[src/rtl/gpu_pkg.sv]
// rtl/gpu_pkg.sv - shared framebuffer constants and fill-engine state encoding
package gpu_pkg;
   localparam int H_RES     = 1024;
   localparam int V_RES     = 768;
   localparam int ADDR_W    = 20;
   localparam int MAX_BURST = 256;
   localparam int PAGE      = 256;
   localparam int PIX_W     = 24;
   localparam int LEN_W     = 24;
   localparam int PAGE_BITS = $clog2(PAGE);
   localparam int FB_WORDS  = H_RES * V_RES;

   typedef enum logic [2:0] {IDLE, CALC, REQ, DATA, FIN} fill_state_t;
endpackage

[src/rtl/gpu_burst_split.sv]
// rtl/gpu_burst_split.sv - next burst length: min(remaining, MAX_BURST, page headroom)
module gpu_burst_split
   import gpu_pkg::*;
(
   input  logic [PAGE_BITS-1:0] page_off,
   input  logic [LEN_W-1:0]     remaining,
   output logic [8:0]           burst_len
);
   logic [8:0] headroom;
   logic [8:0] cap;

   always_comb begin
      headroom  = 9'(PAGE) - 9'(page_off);
      cap       = (headroom < 9'(MAX_BURST)) ? headroom : 9'(MAX_BURST);
      burst_len = (remaining < LEN_W'(cap)) ? remaining[8:0] : cap;
   end
endmodule

[src/rtl/gpu_fill_engine.sv]
// rtl/gpu_fill_engine.sv - draw command to page-safe SDRAM write bursts
// Optional framebuffer clipping: GPU_CLIP_EN.
module gpu_fill_engine
   import gpu_pkg::*;
(
   input  logic              clk,
   input  logic              rstn,
   input  logic [15:0]       x_pos,
   input  logic [15:0]       y_pos,
   input  logic [PIX_W-1:0]  pixel,
   input  logic [LEN_W-1:0]  len,
   input  logic              enable,
   output logic              busy,
   output logic              done,
   output logic              wr_req,
   output logic [ADDR_W-1:0] wr_addr,
   output logic [8:0]        wr_len,
   input  logic              wr_ack,
   input  logic              wr_data_req,
   output logic [PIX_W-1:0]  wr_data
);
   fill_state_t          state, next_state;
   logic                 enable_q, start, last_beat;
   logic [15:0]          x_q, y_q;
   logic [LEN_W-1:0]     len_q, remaining, calc_rem, next_rem, split_rem;
   logic [ADDR_W-1:0]    cur_addr, calc_addr, next_addr;
   logic [PAGE_BITS-1:0] split_off;
   logic [8:0]           beat_cnt, split_len;

   assign start     = enable & ~enable_q;
   assign calc_addr = ADDR_W'(32'(y_q) * 32'(H_RES) + 32'(x_q));
   assign next_addr = cur_addr + ADDR_W'(wr_len);
   assign next_rem  = remaining - LEN_W'(wr_len);
   assign last_beat = wr_data_req && ((beat_cnt + 9'd1) == wr_len);

`ifdef GPU_CLIP_EN
   logic [LEN_W-1:0] room;
   always_comb begin
      room     = LEN_W'(FB_WORDS) - LEN_W'(calc_addr);
      calc_rem = (len_q < room) ? len_q : room;
      if (x_q >= 16'(H_RES) || y_q >= 16'(V_RES))
         calc_rem = '0;
   end
`else
   assign calc_rem = len_q;
`endif

   // CALC feeds the splitter directly so the first burst is registered on REQ entry
   assign split_off = (state == CALC) ? calc_addr[PAGE_BITS-1:0] : next_addr[PAGE_BITS-1:0];
   assign split_rem = (state == CALC) ? calc_rem : next_rem;

   gpu_burst_split u_split (
      .page_off  (split_off),
      .remaining (split_rem),
      .burst_len (split_len)
   );

   always_ff @(posedge clk or negedge rstn) begin
      if (!rstn) state <= IDLE;
      else       state <= next_state;
   end

   always_comb begin
      next_state = state;
      case (state)
         IDLE: if (start) next_state = CALC;
         CALC: next_state = (calc_rem == '0) ? FIN : REQ;
         REQ:  if (wr_ack) next_state = DATA;
         DATA: if (last_beat) next_state = (next_rem != '0) ? REQ : FIN;
         FIN:  next_state = IDLE;
         default: next_state = IDLE;
      endcase
   end

   always_ff @(posedge clk or negedge rstn) begin
      if (!rstn) begin
         enable_q  <= 1'b0;
         busy      <= 1'b0;
         done      <= 1'b0;
         wr_req    <= 1'b0;
         wr_addr   <= '0;
         wr_len    <= '0;
         wr_data   <= '0;
         x_q       <= '0;
         y_q       <= '0;
         len_q     <= '0;
         cur_addr  <= '0;
         remaining <= '0;
         beat_cnt  <= '0;
      end else begin
         enable_q <= enable;
         done     <= 1'b0;
         case (state)
            IDLE: if (start) begin
               x_q     <= x_pos;
               y_q     <= y_pos;
               len_q   <= len;
               wr_data <= pixel;
               busy    <= 1'b1;
            end
            CALC: begin
               cur_addr  <= calc_addr;
               remaining <= calc_rem;
               if (calc_rem == '0) begin
                  done <= 1'b1;
                  busy <= 1'b0;
               end else begin
                  wr_req  <= 1'b1;
                  wr_addr <= calc_addr;
                  wr_len  <= split_len;
               end
            end
            REQ: if (wr_ack) begin
               wr_req   <= 1'b0;
               beat_cnt <= '0;
            end
            DATA: if (wr_data_req) begin
               beat_cnt <= beat_cnt + 9'd1;
               if (last_beat) begin
                  cur_addr  <= next_addr;
                  remaining <= next_rem;
                  if (next_rem != '0) begin
                     wr_req  <= 1'b1;
                     wr_addr <= next_addr;
                     wr_len  <= split_len;
                  end else begin
                     done <= 1'b1;
                     busy <= 1'b0;
                  end
               end
            end
            default: ;
         endcase
      end
   end
endmodule

[config.mk]
export PLATFORM = sky130hd
export DESIGN_NAME = gpu_fill_engine
export DESIGN_NICKNAME = d
export VERILOG_FILES = /design/src/rtl/gpu_pkg.sv /design/src/rtl/gpu_burst_split.sv /design/src/rtl/gpu_fill_engine.sv
export SDC_FILE = /design/constraint.sdc
export NUM_CORES = 1
export LEC_CHECK = 0
export BUFFER_PORTS_ARGS = -buffer_cell sky130_fd_sc_hd__buf_2
export CELL_PAD_IN_SITES_DETAIL_PLACEMENT = 1
export CELL_PAD_IN_SITES_GLOBAL_PLACEMENT = 2
export CORE_ASPECT_RATIO = 2
export CORE_MARGIN = 4
export CORE_UTILIZATION = 37
export DETAILED_ROUTE_END_ITERATION = 7
export PLACE_DENSITY_LB_ADDON = 0.1
export SYNTH_ARGS = -nofsm -noshare
export SYNTH_HDL_FRONTEND = slang
export SYNTH_SLANG_ARGS = --single-unit
[constraint.sdc]
create_clock -name clk -period 5.85 [get_ports clk]
set_input_delay 0 -clock clk [delete_from_list [all_inputs] [get_ports clk]]
set_output_delay 0 -clock clk [all_outputs]
set_load 0.03 [all_outputs]
## After elaboration in Yosys (flattened, before gate mapping)

Index checks and enable logic that the tools add are counted.
Widths: inputs -> output; s select.

| word-level totals | value |
|---|---|
| output and inout bits | 56 |
| bits in registers | 163 |
| word-level logic and storage cells | 96 |
| bits of input ports | 85 |

| operators by class | value |
|---|---|
| multiplexer cells | 46 |
| magnitude comparators | 2 |
| add/subtract/negate cells | 5 |
| reductions and logical operators | 15 |
| equal/unequal tests | 12 |
| bitwise operators | 2 |

Operator list:

| cell | count |
|---|---|
| $mux 20 | 6 |
| $pmux 20 s2 | 2 |
| $mux 24 | 3 |
| $mux 9 | 8 |
| $pmux 24 s2 | 1 |
| $pmux 9 s2 | 2 |
| $logic_not 24->1 | 1 |
| $lt 24x9->1 | 1 |
| $reduce_bool 24->1 | 1 |
| $sub 24x9->24 | 1 |
| $add 20x16->20 | 1 |
| $add 20x9->20 | 1 |
| $mux 3 | 5 |
| $mux 1 | 14 |
| $ne 2x2->1 const B | 7 |
| $pmux 3 s4 | 1 |
| $reduce_and 6->1 | 2 |
| $add 9x1->9 const B | 1 |
| $eq 9x9->1 | 1 |
| $lt 9x9->1 const B | 1 |
| $reduce_and 3->1 | 3 |
| $sub 9x8->9 const A | 1 |
| $mux 8 | 1 |
| $eq 3x2->1 const B | 2 |
| 12 further kinds | 15 |

## Depth between registers and ports, before layout

Gate-level depths: netlist of the first run.

| depth | value |
|---|---|
| depth in word-level cells | 11 |
| depth in mapped cells | 18 |
| depth with buffers taken out | 16 |

## Modules after synthesis

From an unflattened synthesis of the first run, not the netlist that was laid out.

| second synthesis, totals | value |
|---|---|
| cell total of the unflattened synthesis | 1054 |
| area total of the unflattened synthesis | 10088.4 um2 |

By module, submodules not included:

| module | cells an instance | sequential area each (um2) | area an instance (um2) | times used |
|---|---|---|---|---|
| gpu_fill_engine | 987 | 4078.9 | 9591.7 | 1 |
| gpu_burst_split | 67 | 0.0 | 496.7 | 1 |

## Worst setup path before layout of the first run

Ideal clock, no wire load.

| path | value |
|---|---|
| path type | reg-to-reg |
| start | reg state[2] |
| end | reg wr_len[5] |
| setup time | 0.095 ns |
| path buffers | 3 |
| setup slack | 1.395 ns |
| data arrival time | 4.360 ns |
| required time | 5.755 ns |
| cell stages (with the launch flop) | 19 |
| period minus slack after synthesis | 4.455 ns |
| cell sequence | dfrtp_1 -> clkbuf_1 -> nor3b_2 -> clkbuf_1 -> mux2i_1 -> ha_1 -> nand2_1 -> nor3_1 -> nand3_1 -> nand2_1 -> ha_1 -> a21o_1 -> a21o_1 -> a21oi_1 -> nor4b_1 -> a221oi_2 -> buf_2 -> o31a_1 -> o31ai_1 |

| on the way | value |
|---|---|
| cells in the longest elaborated chain, start to end | 11 |
| elaborated cells on any way between the ends | 20 |
| those cells by class | 1 x add/sub; 2 x order compare; 6 x eq/ne; 9 x mux; 2 x reduce/logical |

RTL lines:

| element | RTL line | RTL |
|---|---|---|
| from (decl) | gpu_fill_engine.sv:22 | `fill_state_t state, next_state;` |
| from (signal assigned) | gpu_fill_engine.sv:60 | `else state <= next_state;` |
| $eq 3x1->1 | gpu_fill_engine.sv:49, gpu_fill_engine.sv:50, gpu_fill_engine.sv:93 |  |
| $mux 8 | gpu_fill_engine.sv:49 | `assign split_off = (state == CALC) ? calc_addr[PAGE_BITS-1:0] : next_addr[PAGE_BITS-1:0];` |
| $sub 9x8->9 | gpu_burst_split.sv:13 | `headroom = 9'(PAGE) - 9'(page_off);` |
| $lt 9x9->1 | gpu_burst_split.sv:14 | `cap = (headroom < 9'(MAX_BURST)) ? headroom : 9'(MAX_BURST);` |
| $mux 9 | gpu_burst_split.sv:14 |  |
| $lt 24x9->1 | gpu_burst_split.sv:15 | `burst_len = (remaining < LEN_W'(cap)) ? remaining[8:0] : cap;` |
| $mux 9 | gpu_burst_split.sv:15 |  |
| $mux 9 | gpu_fill_engine.sv:122 | `if (next_rem != '0) begin` |
| $mux 9 | gpu_fill_engine.sv:119 | `if (last_beat) begin` |
| $mux 9 | gpu_fill_engine.sv:117 | `DATA: if (wr_data_req) begin` |
| $pmux 9 s2 | gpu_fill_engine.sv:93 | `case (state)` |
| to (signal assigned) | gpu_fill_engine.sv:110 | `wr_len <= split_len;` |
| to (signal assigned) | gpu_fill_engine.sv:125 | `wr_len <= split_len;` |
| to (decl) | gpu_fill_engine.sv:17 | `output logic [8:0] wr_len,` |

Parallel ways exist; a longest one is shown, timed or not. The select of a mux whose other input is x is not followed.
A chain may end at the register's enable or synchronous reset.

## Worst setup path after layout of the first run

| path | value |
|---|---|
| start | reg wr_len[0] |
| end | reg wr_len[4] |

| on the way | value |
|---|---|
| cells in the longest elaborated chain, start to end | 11 |
| elaborated cells on any way between the ends | 20 |
| those cells by class | 3 x add/sub; 2 x order compare; 3 x eq/ne; 9 x mux; 3 x reduce/logical |

RTL lines:

| element | RTL line | RTL |
|---|---|---|
| $add 20x9->20 | gpu_fill_engine.sv:32 | `assign next_addr = cur_addr + ADDR_W'(wr_len);` |
| $mux 8 | gpu_fill_engine.sv:49 |  |
| $sub 9x8->9 | gpu_burst_split.sv:13 |  |
| $lt 9x9->1 | gpu_burst_split.sv:14 |  |
| $mux 9 | gpu_burst_split.sv:14 |  |
| $lt 24x9->1 | gpu_burst_split.sv:15 |  |
| $mux 9 | gpu_burst_split.sv:15 |  |
| $mux 9 | gpu_fill_engine.sv:122 |  |
| $mux 9 | gpu_fill_engine.sv:119 |  |
| $mux 9 | gpu_fill_engine.sv:117 |  |
| $pmux 9 s2 | gpu_fill_engine.sv:93 |  |

Parallel ways exist; a longest one is shown, timed or not. The select of a mux whose other input is x is not followed.

==> flow_summary_export.csv, run 1 <==
group,metric,value,unit
placed_design,dpl_cell_area,10600,um2
timing,min_period,4960,ps
cts,cts-htree-levels,4,
worst_setup_path,crit_fanout,13,
final_layout,nets,1259,
worst_setup_path,start_kind,"flop",
synthesis,synth_cell_type_count,84,
routing,drt_first_pass_iters,4,
synthesis,synth_edf_count,0,
die,coreArea,25700,um2
worst_setup_path,arrival,5310,ps
power,irDropWorstVdd,0.262,mV
power,power-per-cell-area,687,nW/um2
placed_design,port_buffers,134,
synthesis,syn-cell-area,9580,um2
die,dieArea,28700,um2
placed_design,place_congestion,0.835,
routing,drt-total-wl,30500,um
synthesis,yosysWarnings,0,
synthesis,synthArstFlopShare,100,%
cts,cts_setup_buffers,0,
routing,ant_nets,0,
synthesis,ys_seq_elements,163,
final_layout,drive_gt1_share,26.2,%
cts,cts_resized,0,
cts,holdBufCountCts,78,
timing,final_max_slew_viol_count,0,
die,io_pins,141,
die,die_w,122,um
timing,setup_viol_count_final,0,
global_routing,grt_max_degree,66,
timing,grt_setup_unrepaired,"no",
power,p_leak,5.23,nW
worst_setup_path,critPathKind,"flop to flop",
timing,worst_pin_slew,1090,ps
die,rows,83,
global_routing,grt_pass1_wl,48900,um
cts,clockBufferDepth,2,
final_layout,final_cell_mix,"dfrtp_1, buf_2, mux2_2",
routing,drt_iter0_drc,309,
routing,wire_per_inst,20.4,um
worst_setup_path,required,6200,ps
global_routing,grt.total_usage,21.9,%
final_layout,final_cell_area,11900,um2
final_layout,final_common_cell,"dfrtp_1",
run_status,outcome,"finished clean",
timing,final.setup.tns,0,ps
placed_design,dpl.hpwl,22000,um
routing,post_drt_via_cell_ratio,5.49,
synthesis,synthCells,943,
timing,hold_violations,0,
timing,fmax,202,MHz
cts,cts_tree,"built",
worst_hold_path,hold_class,"input pin to async pin",
worst_setup_path,endpoint_kind,"flop",
synthesis,synth_ff_type,"dfrtp_1",
cts,clk_pin_slew,70,ps
synthesis,post_synth.cell_area_avg,10.2,um2
global_routing,grt_pass1_vias,8996,
routing,drcViolationCount,0,
synthesis,yosysSeqAreaShare,42.6,%
timing,final.setup_skew,8.60,ps
global_routing,gr-total-overflow,0,
cts,clk_latency,450,ps
die,die_h,236,um
cts,cts_sinks,163,
global_routing,antenna_found_initial,0,
routing,vias,8193,
timing,fin_hold_ws,112,ps
timing,slew_headroom,27.5,%
timing,period_share,84.8,%
final_layout,num_antenna_cells,0,
cts,cts_buffers,17,
final_layout,synthToLayoutAreaGrowth,24.7,%
synthesis,synth.net_count,1064,
cts,cts_root_buf,"clkbuf_16",
run,maxCapViolCount,0,
worst_setup_path,rr_worst_depth,16,
die,initial_core_util,37.4,%
## worst max-delay path: stages (launching register included)
cell and delay, ps:
dfrtp_1 460, ha_1 280, fa_1 410, a211oi_1 390, nor2_1 170, o221a_2 290
o31ai_1 310, nand3_1 300, nand2_1 210, ha_1 260, a21o_1 160, a21o_1 170
a21oi_1 170, nor4b_1 410, a221oi_2 270, o31a_1 350, o31ai_1 240
## kinds of logic (layout without fill, tap and decap cells)
group                      Yosys count  after routing  share of synthesized area [%]
adders and majority gates           36             36                           4.94
buffers and inverters               75            283                           3.24
and+or+nand+nor                    272            272                           14.5
xor gates and xnor gates            39             39                           4.00
AOI/OAI and AO/OA                  250            250                           18.0
muxes                              108            108                           12.8
DFF                                163            163                           42.6
## synthesized netlist by cell type (11+ instances only)
cell | number | area [um2]
xor2_1 | 17 | 149
mux2i_1 | 12 | 120
dfrtp_1 | 163 | 4080
nor3_1 | 21 | 105
nor2_1 | 51 | 191
o21ai_0 | 58 | 290
inv_1 | 27 | 101
a21oi_1 | 56 | 280
o31ai_1 | 23 | 173
nand4_1 | 11 | 68.8
nor4_1 | 16 | 100
nand3_1 | 32 | 160
nand2_1 | 71 | 267
xnor2_1 | 19 | 166
o31a_1 | 11 | 96.3
and3_1 | 11 | 68.8
mux2_2 | 89 | 1000
clkbuf_1 | 37 | 139
ha_1 | 33 | 413
## stage by stage
stage	utilization [%]	power (mW)	worst slack [ps]	cells
2_1_floorplan	-	5.69	1390	943
3_3_place_gp	41.3	6.99	947	1381
3_5_place_dp	41.3	7.09	894	1381
4_1_cts	46.6	8.30	860	1491
5_1_grt	46.6	8.91	392	1491
6_report	46.6	8.21	891	1491
## final cells by class
type                    instances  area [um2]
repair buffers                224        1550
fillers                      2914       13700
clock buffers                  20         447
flip-flops and latches        163        4080
inverters                      27         101
clock inverters                12         133
multi-input cells             705        5210
well taps                     340         425
## where the power goes
group / internal (mW) / switching (mW) / leakage, nW
Combinational: 1.97 / 2.93 / 2.97
Clock: 0.640 / 0.489 / 0.276
Sequential: 1.65 / 0.526 / 1.98
## sequential cells by signal, summed over array words and instances (netlist names)
name	cells
x_q	16
beat_cnt	9
calc_rem	24
y_q	10
done	1
enable_q	1
wr_req	1
wr_addr	20
wr_len	9
remaining	24
state	3
cur_addr	20
wr_data	24
busy	1
## layer usage
layer  vias up  part of all wire (%)  track usage [%]
met5         -                     0                0
met4         0                   3.1             8.50
met3        38                   3.3             4.11
met2       149                    56             41.2
met1      4117                    38             23.7
li1       3889                     -                -
## final timing paths
kind                                  start      endpoint  slack (ps)
worst max-delay path              wr_len[0]     wr_len[4]         890
worst min-delay path                   rstn   beat_cnt[2]         110
worst max register to register    wr_len[0]     wr_len[4]         890
worst min register to register  cur_addr[7]   cur_addr[7]         490
max in group asynchronous              rstn  calc_rem[23]        4590
min in group clk                     enable      enable_q         250
Note: power is estimated with default switching activity, not from simulation.
==> inputs of run 2 (changes only) <==
ABC_AREA = 1   (was not set)
CORE_UTILIZATION = 31   (was 37)
clock period = 4.15 ns   (was 5.85 ns; I/O delays follow)
==> run 2 against run 1 <==
Net effect:
- flip-flop and latch count unchanged
- non-clock buffer count up 10
- worst hold slack worse by 55 ps
- cell count up 19%
- critical endpoint is now wr_len[2]
==> flow_summary_export.csv, run 2 <==
group,metric,value,unit
final_layout,final_util,39.7,%
worst_setup_path,path_cells,"ha_1 > fa_1 > inv_1 > nand2_1 > o21ai_0 > ha_1 > inv_1 > nor2_4 > nand3_2 > nor2_4 > nand2_4 > nand3_1 > ha_1 > a21oi_1 > nor2_1 > a211oi_1 > nand2_1 > nand2_4 > nand2_4 > nand2_1 > nand2_1 > nand2_1 > nand2_1",
worst_setup_path,start_kind,"flop",
die,io_pins,141,
synthesis,yosysWarnings,0,
timing,fmax,270,MHz
cts,clockBufferDepth,2,
worst_setup_path,crit_slowest_cell,"fa_1",
cts,clk_latency,440,ps
placed_design,post-place-ws,352,ps
routing,ant_nets,0,
placed_design,port_buffers,134,
worst_hold_path,hold_class,"input pin to flop",
routing,vias,8629,
synthesis,synth_edf_count,0,
worst_setup_path,r2r_slack,440,ps
global_routing,gr-total-overflow,0,
timing,fin_ws,440,ps
final_layout,nets,1516,
routing,drt_iter0_drc,285,
synthesis,synth_top_area_cell,"dfrtp_1",
timing,final_max_slew_viol_count,0,
global_routing,grt.total_usage,19.5,%
worst_setup_path,endpoint_kind,"flop",
cts,clk_pin_slew,70,ps
synthesis,synth_cell_type_count,54,
timing,period_share,89.4,%
worst_setup_path,r2r-start,"wr_len[0]",
placed_design,dpl_cell_area,10700,um2
global_routing,grt_max_degree,80,
worst_setup_path,rr_worst_depth,23,
routing,drt-total-wl,32000,um
final_layout,num_antenna_cells,0,
timing,grt_setup_unrepaired,"no",
cts,cts_sinks,163,
final_layout,synthToLayoutAreaGrowth,26.1,%
worst_setup_path,crit_top_cell,"nand2_1",
global_routing,antenna_found_initial,0,
synthesis,yosysSeqAreaShare,42.7,%
timing,worst_pin_slew,881,ps
routing,wire_per_inst,18.1,um
synthesis,synthArstFlopShare,100,%
die,die_h,256,um
timing,min_period,3710,ps
die,die_w,132,um
global_routing,grt_pass1_wl,51500,um
worst_setup_path,cp-endpoint,"wr_len[2]",
routing,drt_first_pass_iters,4,
run,maxCapViolCount,0,
placed_design,place_congestion,0.817,
worst_setup_path,required,4480,ps
worst_setup_path,startpoint,"wr_len[0]",
run_status,outcome,"finished clean",
final_layout,final_common_cell,"nand2_1",
synthesis,yosysMostFrequentCell,"nand2_1",
worst_setup_path,critPathKind,"flop to flop",
worst_setup_path,arrival,4040,ps
placed_design,dpl.hpwl,24000,um
synthesis,synth_ff_type,"dfrtp_1",
synthesis,yosysTopAreaCellShare,42.7,%
routing,drcViolationCount,0,
timing,final.setup.tns,0,ps
final_layout,drive_gt1_share,20.0,%
worst_setup_path,crit_fanout,11,
synthesis,synthTopCellsByArea,"dfrtp_1, nand2_1, mux2_2",
cts,cts_tree,"built",
timing,final.setup_skew,9.63,ps
timing,slew_headroom,41.1,%
cts,cts-htree-levels,4,
cts,cts_buffers,17,
die,dieArea,33800,um2
synthesis,ys_seq_elements,163,
cts,cts_root_buf,"clkbuf_16",
die,rows,90,
synthesis,synth_common_cells,"nand2_1, dfrtp_1, inv_1, nor2_1, o21ai_0",
die,coreArea,30300,um2
synthesis,syn-cell-area,9550,um2
worst_setup_path,r2r_end,"wr_len[2]",
worst_setup_path,slowest_delay,440,ps
synthesis,synthCells,1179,
synthesis,post_synth.cell_area_avg,8.10,um2
die,initial_core_util,31.5,%
final_layout,final_cell_area,12000,um2
timing,hold_violations,0,
final_layout,final_cell_mix,"nand2_1, dfrtp_1, buf_2",
synthesis,synth.net_count,1300,
global_routing,grt_pass1_vias,9384,
timing,setup_viol_count_final,0,
routing,post_drt_via_cell_ratio,4.87,
-- run 2: changes by cell type after synthesis, sizes merged, moves of 17 or more --
| cell | change |
|---|---|
| nand2 | +254 |
| inv | +101 |
| nor2 | +60 |
| mux2 | -40 |
| nand3 | +26 |
| o31ai | -21 |
| o21ai | +19 |
| xnor2 | -18 |
| xor2 | +17 |
-- run 2: worst max-delay path: cells and delay by family, from the launching register on --
family | cells | cell delay [ps]
AND/OR/NAND/NOR | 14 | 1340
AO/OA/AOI/OAI | 3 | 500
buffers and inverters | 2 | 160
adder cells (fa/ha/maj) | 4 | 1220
flip-flops | 1 | 400
-- run 2: final cells by class --
cell class,count,area (um2)
clock inverters,10,135
inverters,129,484
clock buffers,19,453
multi-input cells,850,4810
fillers,3658,18300
repair buffers,234,1620
flip-flops and latches,163,4080
well taps,368,460
-- run 2: layer usage --
layer / track usage [%] / vias to the layer above / wire, um
met1: 20.4 / 4169 / 12300
met3: 2.96 / 37 / 831
met4: 7.01 / 0 / 884
met2: 38.4 / 139 / 18100
met5: 0 / - / 0
li1: - / 4284 / -
-- run 2: worst min path at each step --
stage | startpoint | slack (ps) | endpoint | cells after the start
2_1_floorplan | rstn | -300 | beat_cnt[0] | 0
3_3_place_gp | rstn | 130 | beat_cnt[2] | 1
3_5_place_dp | rstn | 130 | beat_cnt[2] | 1
4_1_cts | wr_ack | 50 | state[1] | 4
5_1_grt | wr_ack | 90 | state[1] | 4
6_report | wr_ack | 60 | state[1] | 4
-- run 2: cells by family (layout without fill, tap and decap cells) --
family / count (synthesis) / in the layout / share of synthesized area [%]
AND/OR/NAND/NOR: 547 / 547 / 24.7
AO/OA/AOI/OAI: 175 / 175 / 10.5
buffers and inverters: 166 / 392 / 7.19
flip-flops: 163 / 163 / 42.7
multiplexers: 57 / 57 / 6.71
adder cells (fa/ha/maj): 36 / 36 / 4.95
XOR/XNOR: 35 / 35 / 3.21
-- run 2: timing repair --
item / 4_1_cts / 5_1_grt
hold endpoints to repair: 151 / 0
endpoints found under the setup margin: 0 / 3
buffers inserted: 0 / 0
resized for setup: 0 / 1
hold buffers: 76 / 0
-- run 2: through the flow --
| step | hold WS, ps | std cells |
|---|---|---|
| finish | 57.0 | 1773 |
| global route | 92.5 | 1773 |
| CTS | 49.5 | 1773 |
| detailed placement | 128 | 1668 |
| global placement | 125 | 1668 |
| floorplan | -296 | 1179 |
Power of run 2 is not shown: default switching activity piles up to over one toggle a cycle in this logic, so the estimate is an artifact.
==> inputs of run 3 (changes only) <==
CAP_MARGIN = 30   (was not set)
CORE_UTILIZATION = 34   (was 31)
clock period = 3.96 ns   (was 4.15 ns; I/O delays follow)
==> run 3 against run 2 <==
Net effect:
- non-clock buffer count is 1 higher
- largest cell class unchanged
- utilization is 3.9 points higher
- flip-flop and latch count stayed put
- cell area is 0.29% higher
- highest routed layer unchanged
- via count is 2.0% higher
- fmax is 1.6% higher
- cell count is 0.73% lower
- routed wire length is 1.6% lower
- worst setup slack worse by 130 ps
- clock skew is 1.8 ps lower
- first-iteration DRC count is 18% lower
- sequential share of layout area is 0.099 points lower
==> flow_summary_export.csv, run 3 (synthesis results as in run 2) <==
group,metric,value,unit
run_status,outcome,"finished clean",
timing,fin_ws,307,ps
final_layout,final_cell_mix,"nand2_1, dfrtp_1, buf_2",
routing,wire_per_inst,17.9,um
die,coreArea,27700,um2
die,dieArea,31000,um2
global_routing,antenna_found_initial,0,
die,die_w,126,um
worst_setup_path,path_buf_inv,2,
worst_setup_path,crit_slowest_cell,"fa_1",
worst_setup_path,slowest_delay,440,ps
placed_design,place_congestion,0.849,
global_routing,grt_pass1_wl,51000,um
timing,hold_violations,0,
cts,clockBufferDepth,2,
die,io_pins,141,
timing,final.setup.tns,0,ps
placed_design,place_inst,1651,
worst_setup_path,r2r_slack,310,ps
cts,clk_pin_slew,70,ps
timing,final_max_slew_viol_count,0,
timing,slew_headroom,36.2,%
cts,cts-htree-levels,4,
routing,post_drt_via_cell_ratio,5.00,
worst_hold_path,hold_class,"input pin to flop",
worst_setup_path,start_kind,"flop",
placed_design,dpl.hpwl,23000,um
routing,drt-total-wl,31500,um
timing,fmax,274,MHz
global_routing,grt_pass1_vias,9748,
die,die_h,245,um
final_layout,synthToLayoutAreaGrowth,26.4,%
worst_setup_path,path_cells,"ha_1 > fa_1 > inv_1 > nand2_1 > o21ai_0 > ha_1 > inv_1 > nor2_4 > nand3_2 > nor2_4 > nand2_4 > nand3_1 > ha_1 > a21oi_1 > nor2_1 > a211oi_1 > nand2_1 > nand2_4 > nand2_4 > nand2_1 > nand2_1 > nand2_1 > nand2_1",
routing,drt_iter0_drc,234,
final_layout,final_util,43.7,%
placed_design,port_buffers,134,
run,maxCapViolCount,0,
final_layout,nets,1517,
final_layout,fillers,3369,
worst_setup_path,crit_family,"simple AND/OR/NAND/NOR gates",
routing,drt_first_pass_iters,4,
worst_setup_path,arrival,3990,ps
final_layout,drive_gt1_share,20.0,%
timing,setup_viol_count_final,0,
cts,cts_tree,"built",
die,rows,86,
cts,cts_buffers,17,
worst_setup_path,endpoint_kind,"flop",
final_layout,final_common_cell,"nand2_1",
global_routing,gr-total-overflow,0,
final_layout,num_antenna_cells,0,
cts,clk_latency,450,ps
timing,worst_pin_slew,955,ps
cts,cts_root_buf,"clkbuf_16",
timing,grt_setup_unrepaired,"no",
placed_design,post-place-ws,233,ps
worst_setup_path,crit_top_cell,"nand2_1",
worst_setup_path,crit_fanout,11,
worst_setup_path,required,4300,ps
routing,drcViolationCount,0,
routing,vias,8798,
timing,final.setup_skew,7.86,ps
global_routing,grt.total_usage,21.1,%
timing,period_share,92.2,%
global_routing,grt_max_degree,95,
timing,min_period,3650,ps
routing,ant_nets,0,
die,initial_core_util,34.5,%
cts,cts_sinks,163,
final_layout,finalNonFillerCells,1760,
worst_setup_path,critPathKind,"flop to flop",
run 3: cell count changes in the layout (fill, tap and decap cells not counted), sizes merged:
cell / before / now
dlygate4sd3: 76 / 77
clkinvlp: 1 / 3
clkbuf: 19 / 18
inv: 127 / 130
clkinv: 8 / 6
run 3: per-stage QoR:
stage	hold WS [ps]	instance area, um2
after global placement	152	10700
after floorplan	-296	9550
after global routing	71.1	12100
after detailed placement	155	10700
final	62.8	12100
after CTS	55.9	12000
run 3: layout make-up:
type | instances | area [um2] | share of cell area [%]
clock buffers | 18 | 429 | 3.56
clock inverters | 13 | 159 | 1.32
inverters | 129 | 484 | 4.01
multi-input cells | 850 | 4810 | 39.8
flip-flops and latches | 163 | 4080 | 33.8
well taps | 352 | 440 | 3.65
repair buffers | 235 | 1670 | 13.9
run 3: routing by layer:
metal | part of all wire (%) | up-vias | GRT usage, %
met4 | 3.1 | 0 | 8.31
met3 | 2.6 | 51 | 3.29
met1 | 37 | 4316 | 21.5
met5 | 0 | - | 0
met2 | 57 | 145 | 41.6
li1 | - | 4286 | -
run 3: path summary, 6_finish.rpt:
kind,end,cells past startpoint,startpoint
max reg2reg,wr_len[6],23,wr_len[0]
min,state[1],4,wr_ack
max,wr_len[6],23,wr_len[0]
min reg2reg,wr_addr[0],2,wr_addr[0]
min in group asynchronous,beat_cnt[0],3,rstn
max in group asynchronous,cur_addr[16],5,rstn
run 3: what timing repair did:
item	CTS	global route
endpoints found under the hold margin	168	2
setup buffers	0	0
hold buffers	76	1
gates resized for setup	0	1
setup endpoints to repair	0	8
run 3: worst min-delay path, cell delays in order:
cell and delay [ps]:
buf_2 110, nor2_1 90, nor2_4 170, o21ai_0 90
Power of run 3 is left out for the same reason.
